**src/rtl/cordic_iter_controller_if.sv**
```systemverilog
// Job, core and result signals of the CORDIC iteration controller.
// The controller uses the master modport; its environment uses the slave modport.
interface cordic_iter_controller_if #(
    parameter int p_WIDTH  = 32,
    parameter int p_ITER_W = 6
);
    logic                in_valid;
    logic                in_ready;
    logic [p_WIDTH-1:0]  in_x;
    logic [p_WIDTH-1:0]  in_y;
    logic [p_WIDTH-1:0]  in_z;
    logic                in_system;
    logic                in_mode;
    logic [p_ITER_W-1:0] in_num_iter;

    logic                core_load;
    logic [p_WIDTH-1:0]  core_x_init;
    logic [p_WIDTH-1:0]  core_y_init;
    logic [p_WIDTH-1:0]  core_z_init;
    logic                core_system;
    logic                core_mode;
    logic                core_en;
    logic [p_ITER_W-1:0] core_shift;
    logic [p_WIDTH-1:0]  core_x;
    logic [p_WIDTH-1:0]  core_y;
    logic [p_WIDTH-1:0]  core_z;
    logic                core_x_ov;
    logic                core_y_ov;
    logic                core_z_ov;

    logic                out_valid;
    logic                out_ready;
    logic [p_WIDTH-1:0]  out_x;
    logic [p_WIDTH-1:0]  out_y;
    logic [p_WIDTH-1:0]  out_z;
    logic [2:0]          out_ov;
    logic [p_ITER_W-1:0] out_ov_iter;

    modport master (
        input  in_valid, in_x, in_y, in_z, in_system, in_mode, in_num_iter,
        output in_ready,
        output core_load, core_x_init, core_y_init, core_z_init,
        output core_system, core_mode, core_en, core_shift,
        input  core_x, core_y, core_z, core_x_ov, core_y_ov, core_z_ov,
        output out_valid, out_x, out_y, out_z, out_ov, out_ov_iter,
        input  out_ready
    );

    modport slave (
        output in_valid, in_x, in_y, in_z, in_system, in_mode, in_num_iter,
        input  in_ready,
        input  core_load, core_x_init, core_y_init, core_z_init,
        input  core_system, core_mode, core_en, core_shift,
        output core_x, core_y, core_z, core_x_ov, core_y_ov, core_z_ov,
        input  out_valid, out_x, out_y, out_z, out_ov, out_ov_iter,
        output out_ready
    );
endinterface

```
**src/rtl/cordic_iter_controller.sv**
```systemverilog
// Sequences one CORDIC job: loads the core, issues N shift-indexed steps,
// tracks sticky overflow and hands the final vector to the consumer.
module cordic_iter_controller #(
    parameter int p_WIDTH  = 32,
    parameter int p_ITER_W = 6
) (
    input  logic                     clk,
    input  logic                     rst,
    cordic_iter_controller_if.master bus
);
    typedef enum logic [1:0] {
        S_IDLE = 2'd0,
        S_LOAD = 2'd1,
        S_ITER = 2'd2,
        S_DONE = 2'd3
    } state_t;

    state_t              state_r, state_next_s;
    logic                in_ready_r, core_load_r, core_en_r, out_valid_r;
    logic [p_WIDTH-1:0]  x_init_r, y_init_r, z_init_r;
    logic                system_r, mode_r;
    logic [p_ITER_W-1:0] num_iter_r, k_r, shift_r, k_d_r, ov_iter_r;
    logic                rep_done_r, en_d_r;
    logic [2:0]          ov_r;
    logic [p_WIDTH-1:0]  out_x_r, out_y_r, out_z_r;
    logic [2:0]          out_ov_r;
    logic [p_ITER_W-1:0] out_ov_iter_r;

    logic                accept_s, rep_next_s;
    logic [p_ITER_W-1:0] shift_adv_s, ov_iter_acc_s;
    logic [2:0]          ov_now_s, ov_acc_s;

    // Hyperbolic indices of the form (3^j-1)/2 must be issued twice for convergence
    function automatic logic is_rep_idx(input logic [p_ITER_W-1:0] s);
        return (s == p_ITER_W'(4)) || (s == p_ITER_W'(13)) || (s == p_ITER_W'(40));
    endfunction

    assign accept_s = (state_r == S_IDLE) && bus.in_valid;

    // Next-state decode
    always_comb begin
        state_next_s = state_r;
        case (state_r)
            S_IDLE: if (bus.in_valid) state_next_s = S_LOAD; else state_next_s = S_IDLE;
            S_LOAD: if (num_iter_r == '0) state_next_s = S_DONE; else state_next_s = S_ITER;
            S_ITER: if (k_r == num_iter_r - p_ITER_W'(1)) state_next_s = S_DONE;
                    else state_next_s = S_ITER;
            S_DONE: if (out_valid_r && bus.out_ready) state_next_s = S_IDLE;
                    else state_next_s = S_DONE;
            default: state_next_s = S_IDLE;
        endcase
    end

    // Shift schedule advance and overflow accumulation for the step just sampled
    always_comb begin
        shift_adv_s   = shift_r;
        rep_next_s    = 1'b0;
        ov_now_s      = 3'b000;
        ov_iter_acc_s = ov_iter_r;
        if (system_r) begin
            shift_adv_s = shift_r + p_ITER_W'(1);
        end else if (is_rep_idx(shift_r) && !rep_done_r) begin
            rep_next_s = 1'b1;
        end else if (shift_r == {p_ITER_W{1'b1}}) begin
            shift_adv_s = shift_r;
        end else begin
            shift_adv_s = shift_r + p_ITER_W'(1);
        end
        if (en_d_r) begin
            ov_now_s = {bus.core_x_ov, bus.core_y_ov, bus.core_z_ov};
        end else begin
            ov_now_s = 3'b000;
        end
        ov_acc_s = ov_r | ov_now_s;
        if ((ov_r == 3'b000) && (ov_now_s != 3'b000)) begin
            ov_iter_acc_s = k_d_r;
        end else begin
            ov_iter_acc_s = ov_iter_r;
        end
    end

    // State register
    always_ff @(posedge clk) begin
        if (rst) state_r <= S_IDLE;
        else     state_r <= state_next_s;
    end

    // Registered handshake and core strobes, decoded from the next state
    always_ff @(posedge clk) begin
        if (rst) begin
            in_ready_r  <= 1'b1;
            core_load_r <= 1'b0;
            core_en_r   <= 1'b0;
        end else begin
            in_ready_r  <= (state_next_s == S_IDLE);
            core_load_r <= (state_next_s == S_LOAD);
            core_en_r   <= (state_next_s == S_ITER);
        end
    end

    // Job latch, step counter and shift index
    always_ff @(posedge clk) begin
        if (rst) begin
            x_init_r   <= '0;
            y_init_r   <= '0;
            z_init_r   <= '0;
            system_r   <= 1'b0;
            mode_r     <= 1'b0;
            num_iter_r <= '0;
            k_r        <= '0;
            shift_r    <= '0;
            rep_done_r <= 1'b0;
        end else if (accept_s) begin
            x_init_r   <= bus.in_x;
            y_init_r   <= bus.in_y;
            z_init_r   <= bus.in_z;
            system_r   <= bus.in_system;
            mode_r     <= bus.in_mode;
            num_iter_r <= bus.in_num_iter;
            k_r        <= '0;
            shift_r    <= bus.in_system ? '0 : p_ITER_W'(1);
            rep_done_r <= 1'b0;
        end else if (state_r == S_ITER) begin
            k_r        <= k_r + p_ITER_W'(1);
            shift_r    <= shift_adv_s;
            rep_done_r <= rep_next_s;
        end
    end

    // Core overflow flags arrive one cycle after each step, so the step index is delayed too
    always_ff @(posedge clk) begin
        if (rst) begin
            en_d_r    <= 1'b0;
            k_d_r     <= '0;
            ov_r      <= 3'b000;
            ov_iter_r <= '0;
        end else begin
            en_d_r <= (state_r == S_ITER);
            k_d_r  <= k_r;
            if (accept_s) begin
                ov_r      <= 3'b000;
                ov_iter_r <= '0;
            end else begin
                ov_r      <= ov_acc_s;
                ov_iter_r <= ov_iter_acc_s;
            end
        end
    end

    // Result capture on the first DONE cycle, then hold until the consumer takes it
    always_ff @(posedge clk) begin
        if (rst) begin
            out_valid_r   <= 1'b0;
            out_x_r       <= '0;
            out_y_r       <= '0;
            out_z_r       <= '0;
            out_ov_r      <= 3'b000;
            out_ov_iter_r <= '0;
        end else if ((state_r == S_DONE) && !out_valid_r) begin
            out_valid_r   <= 1'b1;
            out_x_r       <= bus.core_x;
            out_y_r       <= bus.core_y;
            out_z_r       <= bus.core_z;
            out_ov_r      <= ov_acc_s;
            out_ov_iter_r <= ov_iter_acc_s;
        end else if ((state_r == S_DONE) && bus.out_ready) begin
            out_valid_r   <= 1'b0;
        end
    end

    assign bus.in_ready    = in_ready_r;
    assign bus.core_load   = core_load_r;
    assign bus.core_en     = core_en_r;
    assign bus.core_x_init = x_init_r;
    assign bus.core_y_init = y_init_r;
    assign bus.core_z_init = z_init_r;
    assign bus.core_system = system_r;
    assign bus.core_mode   = mode_r;
    assign bus.core_shift  = shift_r;
    assign bus.out_valid   = out_valid_r;
    assign bus.out_x       = out_x_r;
    assign bus.out_y       = out_y_r;
    assign bus.out_z       = out_z_r;
    assign bus.out_ov      = out_ov_r;
    assign bus.out_ov_iter = out_ov_iter_r;
endmodule
```
**src/flat_wrapper.sv**
```systemverilog
// flat-port wrapper written by rule: the top's interface ports become plain ports
module cordic_iter_controller_flat 
#(
    parameter int p_WIDTH  = 32,
    parameter int p_ITER_W = 6
)
  (clk, rst, bus_in_valid, bus_in_x, bus_in_y, bus_in_z, bus_in_system, bus_in_mode, bus_in_num_iter, bus_in_ready, bus_core_load, bus_core_x_init, bus_core_y_init, bus_core_z_init, bus_core_system, bus_core_mode, bus_core_en, bus_core_shift, bus_core_x, bus_core_y, bus_core_z, bus_core_x_ov, bus_core_y_ov, bus_core_z_ov, bus_out_valid, bus_out_x, bus_out_y, bus_out_z, bus_out_ov, bus_out_ov_iter, bus_out_ready);
  cordic_iter_controller_if #(.p_WIDTH(p_WIDTH), .p_ITER_W(p_ITER_W)) bus_i ();
  input  logic clk;
  input  logic rst;
  input wire logic [$bits(bus_i.in_valid)-1:0] bus_in_valid;
  input wire logic [$bits(bus_i.in_x)-1:0] bus_in_x;
  input wire logic [$bits(bus_i.in_y)-1:0] bus_in_y;
  input wire logic [$bits(bus_i.in_z)-1:0] bus_in_z;
  input wire logic [$bits(bus_i.in_system)-1:0] bus_in_system;
  input wire logic [$bits(bus_i.in_mode)-1:0] bus_in_mode;
  input wire logic [$bits(bus_i.in_num_iter)-1:0] bus_in_num_iter;
  output wire logic [$bits(bus_i.in_ready)-1:0] bus_in_ready;
  output wire logic [$bits(bus_i.core_load)-1:0] bus_core_load;
  output wire logic [$bits(bus_i.core_x_init)-1:0] bus_core_x_init;
  output wire logic [$bits(bus_i.core_y_init)-1:0] bus_core_y_init;
  output wire logic [$bits(bus_i.core_z_init)-1:0] bus_core_z_init;
  output wire logic [$bits(bus_i.core_system)-1:0] bus_core_system;
  output wire logic [$bits(bus_i.core_mode)-1:0] bus_core_mode;
  output wire logic [$bits(bus_i.core_en)-1:0] bus_core_en;
  output wire logic [$bits(bus_i.core_shift)-1:0] bus_core_shift;
  input wire logic [$bits(bus_i.core_x)-1:0] bus_core_x;
  input wire logic [$bits(bus_i.core_y)-1:0] bus_core_y;
  input wire logic [$bits(bus_i.core_z)-1:0] bus_core_z;
  input wire logic [$bits(bus_i.core_x_ov)-1:0] bus_core_x_ov;
  input wire logic [$bits(bus_i.core_y_ov)-1:0] bus_core_y_ov;
  input wire logic [$bits(bus_i.core_z_ov)-1:0] bus_core_z_ov;
  output wire logic [$bits(bus_i.out_valid)-1:0] bus_out_valid;
  output wire logic [$bits(bus_i.out_x)-1:0] bus_out_x;
  output wire logic [$bits(bus_i.out_y)-1:0] bus_out_y;
  output wire logic [$bits(bus_i.out_z)-1:0] bus_out_z;
  output wire logic [$bits(bus_i.out_ov)-1:0] bus_out_ov;
  output wire logic [$bits(bus_i.out_ov_iter)-1:0] bus_out_ov_iter;
  input wire logic [$bits(bus_i.out_ready)-1:0] bus_out_ready;
  assign bus_i.in_valid = bus_in_valid;
  assign bus_i.in_x = bus_in_x;
  assign bus_i.in_y = bus_in_y;
  assign bus_i.in_z = bus_in_z;
  assign bus_i.in_system = bus_in_system;
  assign bus_i.in_mode = bus_in_mode;
  assign bus_i.in_num_iter = bus_in_num_iter;
  assign bus_in_ready = bus_i.in_ready;
  assign bus_core_load = bus_i.core_load;
  assign bus_core_x_init = bus_i.core_x_init;
  assign bus_core_y_init = bus_i.core_y_init;
  assign bus_core_z_init = bus_i.core_z_init;
  assign bus_core_system = bus_i.core_system;
  assign bus_core_mode = bus_i.core_mode;
  assign bus_core_en = bus_i.core_en;
  assign bus_core_shift = bus_i.core_shift;
  assign bus_i.core_x = bus_core_x;
  assign bus_i.core_y = bus_core_y;
  assign bus_i.core_z = bus_core_z;
  assign bus_i.core_x_ov = bus_core_x_ov;
  assign bus_i.core_y_ov = bus_core_y_ov;
  assign bus_i.core_z_ov = bus_core_z_ov;
  assign bus_out_valid = bus_i.out_valid;
  assign bus_out_x = bus_i.out_x;
  assign bus_out_y = bus_i.out_y;
  assign bus_out_z = bus_i.out_z;
  assign bus_out_ov = bus_i.out_ov;
  assign bus_out_ov_iter = bus_i.out_ov_iter;
  assign bus_i.out_ready = bus_out_ready;
  cordic_iter_controller #(.p_WIDTH(p_WIDTH), .p_ITER_W(p_ITER_W)) u_core (.clk(clk), .rst(rst), .bus(bus_i));
endmodule
```
**config.mk**
```make
export PLATFORM = sky130hd
export DESIGN_NAME = cordic_iter_controller_flat
export DESIGN_NICKNAME = d
export VERILOG_FILES = /design/src/rtl/cordic_iter_controller_if.sv /design/src/rtl/cordic_iter_controller.sv /design/src/flat_wrapper.sv
export SDC_FILE = /design/constraint.sdc
export NUM_CORES = 1
export LEC_CHECK = 0
export ABC_AREA = 1
export BUFFER_PORTS_ARGS = -buffer_cell sky130_fd_sc_hd__buf_2
export CAP_MARGIN = 20
export CORE_AREA = 2 2 164 166
export CTS_CLUSTER_DIAMETER = 40
export DETAILED_ROUTE_END_ITERATION = 10
export DIE_AREA = 0 0 166 168
export PLACE_DENSITY = 0.72
export RECOVER_POWER = 25
export SKIP_LAST_GASP = 1
export SYNTH_ARGS = -nofsm -noshare
export SYNTH_HDL_FRONTEND = slang
export SYNTH_SLANG_ARGS = --single-unit
export TNS_END_PERCENT = 100
```
**constraint.sdc**
```tcl
create_clock -name clk -period 1.8 [get_ports clk]
set_clock_uncertainty 0.15 [all_clocks]
set_input_delay 0.18 -clock clk [delete_from_list [all_inputs] [get_ports clk]]
set_output_delay 0.18 -clock clk [all_outputs]
set_load 0.01 [all_outputs]
```
# ---- Word-level counts from Yosys, hierarchy flattened
# Index checks and enable logic that the tools add are counted.
# W data, S select, Z words.
dict set report word_totals {
  register_bits 244
  word_cells 75
  inputBits 207
  out_inout_bits 213
}
dict set report op_classes {
  reduce_logical 19
  eq_ne 12
  n_bitwise 1
  n_mux 17
  addsub 3
}
# op n
set ops {}
lappend ops {{$mux W6} 6}
lappend ops {{$add A6 B1 Y6 const B} 2}
lappend ops {{$eq A6 B6 Y1 const B} 2}
lappend ops {{$mux W1} 8}
lappend ops {{$pmux W2 S4} 1}
lappend ops {{$eq A2 B2 Y1 const B} 3}
lappend ops {{$eq A6 B3 Y1 const B} 1}
lappend ops {{$eq A6 B4 Y1 const B} 1}
lappend ops {{$eq A6 B6 Y1} 1}
lappend ops {{$logic_and A1 B1 Y1} 6}
lappend ops {{$logic_not A6 Y1} 1}
lappend ops {{$ne A3 B1 Y1 const B} 2}
lappend ops {{$sub A6 B1 Y6 const B} 1}
lappend ops {{$eq A2 B1 Y1 const B} 2}
lappend ops {{$logic_not A2 Y1} 2}
lappend ops {{$reduce_bool A2 Y1} 2}
lappend ops {{$logic_not A3 Y1} 1}
lappend ops {{$mux W3} 1}
lappend ops {{$or A3 B3 Y3} 1}
lappend ops {{$reduce_and A3 Y1} 1}
lappend ops {{$reduce_bool A3 Y1} 1}
lappend ops {{$logic_not A1 Y1} 2}
lappend ops {{$logic_or A1 B1 Y1} 2}
lappend ops {{$mux W2} 1}
lappend ops {{$reduce_or A2 Y1} 1}

# ---- Depth between registers and ports, before layout
dict set report depth {
  depth_word 8
  depth_mapped 12
  mapped_depth_nobuf 12
}

# ---- Least setup slack after synthesis
# Ideal clock, no wire load.
dict set report synth_timing {
  kind {register to register}
  from {reg u_core.shift_r[0] (netlist: u_core.bus.core_shift[0])}
  to {reg u_core.shift_r[2] (netlist: u_core.bus.core_shift[2])}
  required_ps 1586
  setup_ps 64
  n_path_buf 0
  period_less_slack_ps 1591
  stages_incl_launch_ff 10
  setup_slack_ps 209
  arrival_ps 1377
  cell_sequence {dfxtp_1 inv_1 ha_1 nand3_1 nand2_1 nand4_1 nand3_2 o21ai_0 nand2_1 nor2_1}
}
dict set report synth_via {
  elab_chain_cells 6
  elab_cells_between_ends 16
  cone_classes {add/sub (1); eq/ne (6); mux (5); reduce/logical (4)}
}
# item line
set synth_lines {}
lappend synth_lines {{start, declared} cordic_iter_controller.sv:22} ;# logic [p_ITER_W-1:0] num_iter_r, k_r, shift_r, k_d_r, ov_iter_r;
lappend synth_lines {{start signal, assigned} cordic_iter_controller.sv:121} ;# shift_r <= bus.in_system ? '0 : p_ITER_W'(1);
lappend synth_lines {{start signal, assigned} cordic_iter_controller.sv:125} ;# shift_r <= shift_adv_s;
lappend synth_lines {{$add A6 B1 Y6 (tied with other cells)} {cordic_iter_controller.sv:61, cordic_iter_controller.sv:67}}
lappend synth_lines {{$mux W6 or $logic_or A1 B1 Y1 (tied branches)} {cordic_iter_controller.sv:64, cordic_iter_controller.sv:35}}
lappend synth_lines {{$mux W6 or $logic_or A1 B1 Y1 (tied branches)} {cordic_iter_controller.sv:62, cordic_iter_controller.sv:35}}
lappend synth_lines {{$mux W6 or $logic_and A1 B1 Y1 (tied branches)} {cordic_iter_controller.sv:60, cordic_iter_controller.sv:62}}
lappend synth_lines {{$mux W6 or $ne A3 B1 Y1 (tied branches)} -}
lappend synth_lines {{$mux W6 or $reduce_and A3 Y1 (tied branches)} -}
# Parallel ways exist; a longest one is shown, timed or not. The select of a mux whose other input is x is not followed.
# A chain may end at the register's enable or synchronous reset.

==> flow_metrics.tcl <==
set metrics [dict create \
    run_status "completed" \
    synth_cells 1150 \
    h-tree-depth 2 \
    nNetsFinal 1969 \
    final_area_um2 14500 \
    die_area_um2 27900 \
    port_buffers 419 \
    die_y_um 168 \
    max_freq_ghz 0.562 \
    final_core_util 0.549 \
    root_buffer "clkbuf_16" \
    area_growth_pct 63.0 \
    vdd_drop_max_mv 0.751 \
    synth_edf_count 0 \
    synthArstFlopShare 0 \
    end_kind "flop" \
    synthTopCellsByCount "436 x nor2_1, 244 x dfxtp_1, 206 x o21ai_0" \
    worstPathArrival_ps 2030 \
    clkTransAtPathRegs_ps 60 \
    ys_seq_area_frac 0.551 \
    preCtsSetupSlack_ps 48.9 \
    rr_worst_depth 8 \
    cts-buffers-inserted 37 \
    cts_tree "done" \
    clkLatencyLatePin_ps 500 \
    synth_seq_cells 244 \
    critPathRequiredTime_ps 2050 \
    initial_utilization 0.337 \
    synth_most_common_cell "nor2_1" \
    synth_area_leaders "dfxtp_1 55%, nor2_1 18%, o21ai_0 12%" \
    dr_total_vias 10095 \
    grt_pass1_wl_um 49700 \
    netlist-cell-type-count 33 \
    post-cts-setup-buffers 0 \
    hold_violations 0 \
    syn_avg_cell_area_um2 7.71 \
    viasPerCell 4.75 \
    layout.area.seq_um2 4890 \
    fp-row-count 60 \
    place_hpwl_um 18400 \
    relSlewSlack 0.521 \
    min_path_cells 4 \
    fillers 2239 \
    coreArea_um2 26400 \
    grt_max_degree 109 \
    dpl_cell_area_um2 11200 \
    min_period_ps 1780 \
    fin_total_pwr_mw 15.5 \
    synth_nets 1362 \
    setup_slack_ps 20.1 \
    routabilityCongestion 0.850 \
    synth.largest_area_cell "dfxtp_1" \
    syn-cell-area_um2 8870 \
    grtUsageTotal 0.212 \
    clkSinkCount 244 \
    yosysWarnings 0 \
    ant_nets 0 \
    fin_crit_sh 0.989 \
    drtIter0Drc 703 \
    synth_ff_type "dfxtp_1" \
    drv_slew 0 \
    worst_pin_slew_ps 719 \
    rsz0062_at_grt "true" \
    cp-start-kind "input port" \
    drive_gt1_frac 0.230 \
    synth_top_area_share 0.551 \
    p_leak_nw 6.81 \
    wl_um 31400 \
    path_max_fanout 15 \
    setup_violations 0 \
    max_cap_viol_count 0 \
    clock_path_buffers 3 \
    antenna_found_initial 1 \
    setup_tns_ps 0 \
    crit_type "input port to flop" \
    first_pass_iters 5 \
    drc_errors 0 \
    post_drt_wl_per_cell_um 14.8 \
    first_global_vias 10105 \
    io_pins 420 \
    overflow 0 \
    min_path_type "input port to flop" \
    multi_input_area_um2 3420 \
    die_w_um 166 \
    powerDensity_nw_per_um2 1070 \
]
## per-layer routing
layer / global-route usage / part of all wire
met5: 0 / 0
met3: 0.0625 / 0.080
met1: 0.236 / 0.39
met4: 0.115 / 0.049
met2: 0.367 / 0.48
## final cells by class
type	count	share of cell area
Antenna cell	1	0.000173
Sequential cell	244	0.338
Inverter	61	0.0162
Clock inverter	24	0.0171
Tap cell	341	0.0295
Timing Repair Buffer	639	0.292
Multi-Input combinational cell	774	0.237
Clock buffer	43	0.0706
## per-stage QoR
stage / instances / hold slack, ps
finish: 2127 / 274
detailed placement: 1853 / 256
CTS: 2126 / 259
global route: 2127 / 290
global placement: 1853 / 251
floorplan: 1150 / 165
## registers in the layout, indices dropped and copies added (netlist names), 2 cells and up
name and cells:
u_core.ov_r 3, u_core.k_r 6, u_core.state_r 2, u_core.k_d_r 6, u_core.bus.core_x_init 32, u_core.bus.out_y 32, u_core.bus.core_z_init 32, u_core.bus.out_x 32
u_core.num_iter_r 6, u_core.bus.out_ov 3, u_core.bus.out_z 32, u_core.ov_iter_r 6, u_core.bus.out_ov_iter 6, u_core.bus.core_shift 6, u_core.bus.core_y_init 32
## where the power goes
| part | switching [mW] | internal, mW | leakage (nW) | total [mW] |
|---|---|---|---|---|
| sequential | 0.223 | 5.80 | 2.00 | 6.03 |
| combinational | 1.24 | 1.00 | 4.19 | 2.24 |
| clock | 2.70 | 4.56 | 0.626 | 7.26 |
| total | 4.16 | 11.4 | 6.81 | 15.5 |
## worst max-delay path: stages
cell and delay, ps:
dlygate4sd3_1 540, clkbuf_1 410, clkbuf_1 610, nor2_1 150, inv_1 90, nor2_1 50
## cells by family (layout without fill, tap and decap cells)
group                      after synthesis  after routing  share of synthesized area
and+or+nand+nor                        523            523                      0.234
DFF                                    244            244                      0.551
other                                    0              1                          0
AOI/OAI and AO/OA                      243            243                      0.140
adders and majority gates                5              5                    0.00705
xor gates and xnor gates                 3              3                    0.00296
buffers and inverters                  132            767                     0.0654
## worst paths after layout
kind	startpoint	slack, ps	endpoint
worst max-delay path	rst	20	u_core.bus.core_en$_SDFF_PP0_
worst min-delay path	bus_core_y[26]	270	u_core.bus.out_y[26]$_SDFFE_PP0P_
worst max register to register	u_core.bus.core_shift[1]$_SDFFE_PP0P_	110	u_core.bus.core_shift[0]$_SDFFE_PP0P_
worst min register to register	u_core.bus.core_y_init[2]$_SDFFE_PP0P_	330	u_core.bus.core_y_init[2]$_SDFFE_PP0P_
## layout by cell type, fill, tap and decap left out, drive strengths merged
cell type	netlist	final
clkbuf	41	149
nor3b	1	1
o21a	6	6
buf	30	327
clkinvlp	0	3
nand2	51	51
a31oi	1	1
a21oi	18	18
dlygate4sd3	0	206
nor3	5	5
o21ai	216	216
dfxtp	244	244
xor2	3	3
clkinv	0	11
nand4	5	5
ha	5	5
nor2	440	440
o21bai	1	1
o22ai	1	1
and2	1	1
nand3	20	20
inv	61	68
bufinv	0	3
diode	0	1
## repair_timing
action | CTS | global route
gates resized for setup | 0 | 7
hold buffers | 206 | 0
hold endpoints to repair | 219 | 0
setup endpoints to repair | 0 | 11
Power figures use the tool's default switching activity.
